**src/rtl/dmem_port_arbiter.sv**
```systemverilog
// Data-memory port arbiter: shares one single-ported data memory between the
// MEM-stage CPU access and a DMA/debug requester. The CPU wins by default; a
// saturating starvation counter forces a DMA grant after STARVE_LIMIT
// consecutive CPU grants taken while DMA was waiting.
module dmem_port_arbiter #(
    parameter int ADDR_W       = 32,
    parameter int DATA_W       = 32,
    parameter int STARVE_LIMIT = 4
) (
    input  logic              clk_i,
    input  logic              rst_i,
    input  logic              cpu_rd_i,
    input  logic              cpu_wr_i,
    input  logic [ADDR_W-1:0] cpu_addr_i,
    input  logic [DATA_W-1:0] cpu_wdata_i,
    output logic              cpu_stall_o,
    output logic [DATA_W-1:0] cpu_rdata_o,
    output logic              cpu_ack_o,
    input  logic              dma_req_i,
    input  logic              dma_we_i,
    input  logic [ADDR_W-1:0] dma_addr_i,
    input  logic [DATA_W-1:0] dma_wdata_i,
    output logic              dma_done_o,
    output logic [DATA_W-1:0] dma_rdata_o,
    output logic              mem_req_o,
    output logic              mem_we_o,
    output logic [ADDR_W-1:0] mem_addr_o,
    output logic [DATA_W-1:0] mem_wdata_o,
    input  logic              mem_ack_i,
    input  logic [DATA_W-1:0] mem_rdata_i
);

    typedef enum logic [1:0] {
        IDLE     = 2'd0,
        CPU_BUSY = 2'd1,
        DMA_BUSY = 2'd2
    } state_t;

    localparam logic [3:0] LIMIT = 4'(STARVE_LIMIT);

    state_t     state, state_nxt;
    logic       cpu_req;
    logic       grant_cpu;
    logic       grant_dma;
    logic [3:0] cnt;

    // A simultaneous read+write request is issued as a write.
    assign cpu_req     = cpu_rd_i | cpu_wr_i;
    // CPU completion is combinational so MEM/WB captures read data on the ack edge.
    assign cpu_ack_o   = (state == CPU_BUSY) & mem_ack_i;
    assign cpu_rdata_o = mem_rdata_i;
    assign cpu_stall_o = cpu_req & ~cpu_ack_o;

    // Next-state and grant decision; grants are only made from IDLE.
    always_comb begin
        state_nxt = state;
        grant_cpu = 1'b0;
        grant_dma = 1'b0;
        case (state)
            IDLE: begin
                if (cpu_req && (!dma_req_i || cnt < LIMIT)) begin
                    grant_cpu = 1'b1;
                    state_nxt = CPU_BUSY;
                end else if (dma_req_i) begin
                    grant_dma = 1'b1;
                    state_nxt = DMA_BUSY;
                end
            end
            CPU_BUSY, DMA_BUSY: begin
                if (mem_ack_i) state_nxt = IDLE;
            end
            default: state_nxt = IDLE;
        endcase
    end

    // State register.
    always_ff @(posedge clk_i or negedge rst_i) begin
        if (!rst_i) state <= IDLE;
        else        state <= state_nxt;
    end

    // Latch the winner's transaction on grant and hold it until the memory acks.
    always_ff @(posedge clk_i or negedge rst_i) begin
        if (!rst_i) begin
            mem_req_o   <= 1'b0;
            mem_we_o    <= 1'b0;
            mem_addr_o  <= '0;
            mem_wdata_o <= '0;
        end else if (grant_cpu) begin
            mem_req_o   <= 1'b1;
            mem_we_o    <= cpu_wr_i;
            mem_addr_o  <= cpu_addr_i;
            mem_wdata_o <= cpu_wdata_i;
        end else if (grant_dma) begin
            mem_req_o   <= 1'b1;
            mem_we_o    <= dma_we_i;
            mem_addr_o  <= dma_addr_i;
            mem_wdata_o <= dma_wdata_i;
        end else if (state != IDLE && mem_ack_i) begin
            mem_req_o   <= 1'b0;
        end
    end

    // DMA completion is registered: one-cycle done pulse plus held read data.
    always_ff @(posedge clk_i or negedge rst_i) begin
        if (!rst_i) begin
            dma_done_o  <= 1'b0;
            dma_rdata_o <= '0;
        end else begin
            dma_done_o <= (state == DMA_BUSY) & mem_ack_i;
            if (state == DMA_BUSY && mem_ack_i) dma_rdata_o <= mem_rdata_i;
        end
    end

    // Starvation counter: counts CPU grants taken while DMA waits.
    always_ff @(posedge clk_i or negedge rst_i) begin
        if (!rst_i) begin
            cnt <= 4'd0;
        end else if (grant_cpu) begin
            if (dma_req_i) cnt <= (cnt >= LIMIT) ? LIMIT : cnt + 4'd1;
            else           cnt <= 4'd0;
        end else if (grant_dma) begin
            cnt <= 4'd0;
        end
    end

endmodule

```
**config.mk**
```make
export PLATFORM = sky130hd
export DESIGN_NAME = dmem_port_arbiter
export DESIGN_NICKNAME = d
export VERILOG_FILES = /design/src/rtl/dmem_port_arbiter.sv
export SDC_FILE = /design/constraint.sdc
export NUM_CORES = 1
export LEC_CHECK = 0
export ABC_AREA = 1
export BUFFER_PORTS_ARGS = -buffer_cell sky130_fd_sc_hd__buf_2
export CAP_MARGIN = 20
export CELL_PAD_IN_SITES_DETAIL_PLACEMENT = 1
export CELL_PAD_IN_SITES_GLOBAL_PLACEMENT = 1
export CORE_MARGIN = 10
export CORE_UTILIZATION = 28
export CTS_CLUSTER_DIAMETER = 120
export DETAILED_ROUTE_END_ITERATION = 16
export PLACE_DENSITY = 0.8
export SLEW_MARGIN = 25
export SYNTH_ARGS = -nofsm -noshare
export SYNTH_HDL_FRONTEND = slang
export SYNTH_SLANG_ARGS = --single-unit
```
**constraint.sdc**
```tcl
create_clock -name clk_i -period 1.4 [get_ports clk_i]
set_input_delay 0.07 -clock clk_i [delete_from_list [all_inputs] [get_ports clk_i]]
set_output_delay 0.07 -clock clk_i [all_outputs]
set_load 0.01 [all_outputs]
```
## Word level (Yosys, flattened, before mapping)

Index checks and enable logic that the tools add are counted.

- Register bits: 105
- Latch bits: 0
- RAM bits: 0
- ROM bits: 0
- Input port bits: 167
- Memories kept: 0

- Add/subtract/negate cells: 1
- Multipliers: 0
- Div/mod/pow operators: 0
- Order comparisons: 2
- Equality and inequality tests: 4
- Shift operators: 0
- Multiplexer cells: 22
- Bitwise gates (word level): 5
- Reduce and logical (&&, ||, !) cells: 11

Operators by type and width:

| cell | count |
|---|---|
| 32-bit 2-to-1 mux | 4 |
| 4-bit 2-to-1 mux | 4 |
| 1-bit 2-to-1 mux | 10 |
| 2-bit 2-to-1 mux | 3 |
| 4-bit by 1-bit adder with 4-bit output (second input constant) | 1 |
| 4-bit by 3-bit greater-or-equal comparator with 1-bit output (second input constant) | 1 |
| 4-bit by 3-bit < comparator with 1-bit output (second input constant) | 1 |
| 2-bit one-hot mux with 2 select lines | 1 |
| 2-bit nonzero test | 2 |
| 1-bit bitwise AND | 3 |
| 1-bit logical AND | 3 |
| 3-bit != test (second input constant) | 1 |
| 3-bit nonzero test | 1 |
| 2-bit by 1-bit == test with 1-bit output (second input constant) | 1 |
| 2-bit == test (second input constant) | 1 |
| 2-bit logical NOT | 1 |
| 2-bit != test (second input constant) | 1 |
| 2-bit AND reduction | 1 |
| 2-bit OR reduction | 1 |
| 1-bit logical NOT | 1 |
| 1-bit logical OR | 1 |
| 1-bit NOT | 1 |
| 1-bit bitwise OR | 1 |

## Logic depth before layout (Yosys ltp)

- Depth after elaboration: 7
- Gate-level depth with buffers: 10
- Mapped depth without buffers: 8

## Worst setup path before layout

OpenSTA, ideal clock, no wires.

- Path type: register -> register
- From: reg state[0]
- To: reg mem_wdata_o[0]
- Setup time: 116 ps
- Arrival time: 1239 ps
- Path slack: 45 ps
- Stages on the path, launching flop included: 11
- Path buffers: 2
- Clock period less this slack: 1355 ps
- Cell sequence: dfrtp_1 > inv_1 > ha_1 > nand2_2 > inv_2 > buf_6 > buf_6 > nand2_1 > inv_2 > nand2_1 > nand2_1

- Word-level cells in the longest chain between the ends: 3
- Elaborated cells on any way between the ends: 5
- Classes of those cells: 3 x mux; 2 x reduce/logical

Ends and longest elaborated chain:

| item | RTL line | text |
|---|---|---|
| start, declared | 41 | `state_t state, state_nxt;` |
| start signal, assigned | 79 | `else state <= state_nxt;` |
| 2-bit logical NOT * | 59 | `case (state)` |
| 1-bit 2-to-1 mux | 59 |  |
| 32-bit 2-to-1 mux / 2-bit nonzero test (equally long branches) | -- |  |
| end signal, assigned | 93 | `mem_wdata_o <= cpu_wdata_i;` |
| end signal, assigned | 98 | `mem_wdata_o <= dma_wdata_i;` |
| end, declared | 28 | `output logic [DATA_W-1:0] mem_wdata_o,` |

Every way passes the cells marked *; elsewhere a longest branch is shown, timed or not.
A chain may end at the register's enable or synchronous reset.

## Worst setup path after layout

- From: reg state[0]
- To: reg mem_addr_o[6]

- Word-level cells in the longest chain between the ends: 3
- Elaborated cells on any way between the ends: 5
- Classes of those cells: 3 x mux; 2 x reduce/logical

Ends and longest elaborated chain:

| item | RTL line | text |
|---|---|---|
| 2-bit logical NOT * | 59 |  |
| 1-bit 2-to-1 mux | 59 |  |
| 32-bit 2-to-1 mux / 2-bit nonzero test (equally long branches) | -- |  |
| end signal, assigned | 92 | `mem_addr_o <= cpu_addr_i;` |
| end signal, assigned | 97 | `mem_addr_o <= dma_addr_i;` |
| end, declared | 27 | `output logic [ADDR_W-1:0] mem_addr_o,` |

Marked as above.

==> run summary <==
The detailed router's first-iteration violation count is 341. Along the worst path, the maximum fanout reaches 10. The final critical delay including setup and external delays is 1500 ps. The setup skew after layout is 13.0 ps. The final worst setup slack is -99.0 ps. The final wirelength is 28600 um. The number of violations of the max-capacitance limit is 0. The wire length per cell after detailed routing came out at 18.3 um. The global-route usage over all layers came out at 0.182. The via count of the first global-routing pass is 7397. The overall die width is 166 um. The power after layout is 18400 uW. The met2 routing resource usage after global routing came out at 0.326. The final-stage net count is 1447. The wire length of the first global-routing pass came out at 40900 um. The max-slew violation count came out at 0.

The core footprint came out at 21000 sq um. The number of H-tree levels came out at 3. STA classifies the critical path startpoint as a flop. The clock reaches the later pin of the worst-skew pair after 360 ps.

The number of flops mapped to enable cells by yosys is 0. In this run the tool buffered the top-level ports with 299 buffer cells. The global routing stage identified its most utilized layer as met2. The sum of overflow across all layers after global routing came out at 0. Yosys instantiated no cell more often than nand2_1. The sequential area share after synthesis is 0.442.

The post-placement cell area is 7670 sq um. Clock tree synthesis selected as its root buffer the cell clkbuf_16. The starting density of the core came out at 0.284. The final clock period utilization by the worst path came out at 1.07. The mean number of vias per cell is 4.44.

The met3 routing resource usage after global routing came out at 0.0416. Fill cells in the final layout number 2669. The count of unique library cells instantiated by Yosys came out at 19.

The largest total area in the synthesized netlist belongs to dfrtp_1. The clock passes through at most 2 buffers. The CTS tree is done. The number of remaining DRC errors came out at 0. The clock buffer count from CTS is 9. The share of layout cells above drive strength 1 came out at 0.377. Headroom to the max-slew limit came out at 0.784. For the worst setup path, the data required time is 1640 ps. The number of synthesis warnings came out at 0.

Setup repair after global routing could not meet its margin everywhere. The checks that failed: negative setup slack. The fraction of registers with async set/reset came out at 1.00. The area growth from synthesis to layout is 66.1%.

The maximum number of pins on one net before global-route repair is 67. By area the synthesized netlist is led by dfrtp_1 (44%), nand2_1 (27%), inv_1 (12%). The final non-filler cell area came out at 9880 sq um.

The net count of the mapped netlist is 1073. The transition time of the tightest slew-check pin came out at 324 ps. Of the post-synthesis cell area, the dominant cell type holds 0.442. The number of setup violations in the final report is 66. After legalization and detailed placement, the total HPWL measured 17200 um.

In the synthesized netlist the dominant register cell turns out to be dfrtp_1. The synthesis-stage register bit count is 105. The number of instances in the synthesized netlist came out at 902. Before antenna repair, the detailed router went through 4 iterations. The power density relative to cell area is 1860 nW/um^2. In the global route stage, met1 resource usage came out at 0.200. The routability-driven placement congestion ratio came out at 0.806. The detailed-route via count came out at 6937. The peak ir drop on the vdd network came out at 768 uV. The sort of element at the end of the critical path is a flop. The type of the most critical hold path is in -> reg. In this run the static leakage power is 0.00629 uW. The die extent in y is 166 um.

In this run the cell area of the synthesized design comes to 5950 sq um. The endpoint arrival time on the critical path came out at 1740 ps. The die outline area came out at 27500 sq um.

The average instance area after synthesis is 6.60 sq um. The clock-pin slew on the worst setup and hold paths is 80 ps. The number of cell rows came out at 53.

The clock drives 105 sinks. In this run the count of I/O pins placed on the die edge is 300. The final hold violation count came to 0. The residual antenna-violating net count after detailed routing is 0. The worst setup path is of the reg -> reg kind.

The flow ran to the end, but the final reports show violations. The commonest cells after synthesis are nand2_1 (433), inv_1 (196), dfrtp_1 (105). The maximum achievable frequency is 667 MHz. The number of antenna violations at the first check in global routing came to 7.
report_power, final:
group          internal (uW)  leakage [uW]  switching, uW
Sequential              4440       0.00131            840
Combinational           4400       0.00482           5780
Clock                   1650      0.000162           1300
worst max-delay path, stage by stage (launching register included):
cell,delay (ps)
dfrtp_1,400
inv_2,70
ha_4,180
buf_6,120
nand3_4,90
buf_12,150
clkbuf_16,170
nand2_1,70
nand2_1,80
nand2_1,50
final timing paths:
| kind | startpoint | to | slack (ps) | cells after the start |
|---|---|---|---|---|
| max | state[0] | mem_addr_o[6] | -100 | 9 |
| min | dma_addr_i[10] | mem_addr_o[10] | 10 | 5 |
| max reg2reg | state[0] | mem_addr_o[6] | -100 | 9 |
| min reg2reg | mem_wdata_o[11] | mem_wdata_o[11] | 480 | 2 |
| max in group asynchronous | rst_i | mem_wdata_o[12] | 850 | 3 |
| min in group asynchronous | rst_i | dma_rdata_o[27] | 250 | 3 |
layout by cell type (no fill, tap or decap), drive strengths merged:
cell type,count
nand3,67
diode,5
nand2,434
clkinv,1
dfrtp,105
clkbuf,24
bufinv,2
dlygate4sd3,78
clkinvlp,1
nor2,5
a21oi,1
nand4,1
inv,208
buf,344
ha,4
o21ai,6
what timing repair did:
action | in CTS | in global routing
gates resized for setup | 17 | 128
endpoints found under the setup margin | 73 | 103
hold buffers | 78 | 0
pin swaps | 2 | 54
buffers inserted | 7 | 12
hold endpoints to repair | 182 | 0
gates cloned | 2 | 16
state kept, by name, indices dropped and copies added (netlist names):
register,count
mem_wdata_o,32
cnt,4
mem_addr_o,32
state,2
dma_rdata_o,32
mem_req_o,1
mem_we_o,1
dma_done_o,1
metrics by stage:
stage                     TNS (ps)  setup slack (ps)  instances  hold slack, ps  utilization
after floorplan                  0              44.6        902            -226            -
after global placement        -256             -14.8       1426             101        0.366
after detailed placement     -2150             -57.9       1426             116        0.366
after CTS                     -145             -50.1       1529            1.27        0.428
after global routing         -5830              -124       1561            19.8        0.472
final                        -2920             -99.0       1561            14.0        0.472
layout make-up:
cell class              count  area [sq um]  area share
well taps                 275           344      0.0348
flip-flops and latches    105          2630       0.266
diodes                      5          12.5     0.00127
clock inverters             6          96.3     0.00975
inverters                 206           796      0.0805
repair buffers            436          3260       0.330
multi-input cells         518          2510       0.254
clock buffers              10           239      0.0242
cell families after synthesis:
| group | Yosys count | share of synthesized area |
|---|---|---|
| buffers and inverters | 279 | 0.208 |
| AOI/OAI and AO/OA | 7 | 0.00652 |
| and+or+nand+nor | 507 | 0.336 |
| DFF | 105 | 0.442 |
| adders and majority gates | 4 | 0.00841 |
per-layer routing:
metal | share of wire | vias up
li1 | - | 3282
met1 | 0.39 | 3354
met2 | 0.51 | 234
met3 | 0.057 | 67
met4 | 0.035 | 0
met5 | 0 | -
Power figures use the tool's default switching activity.
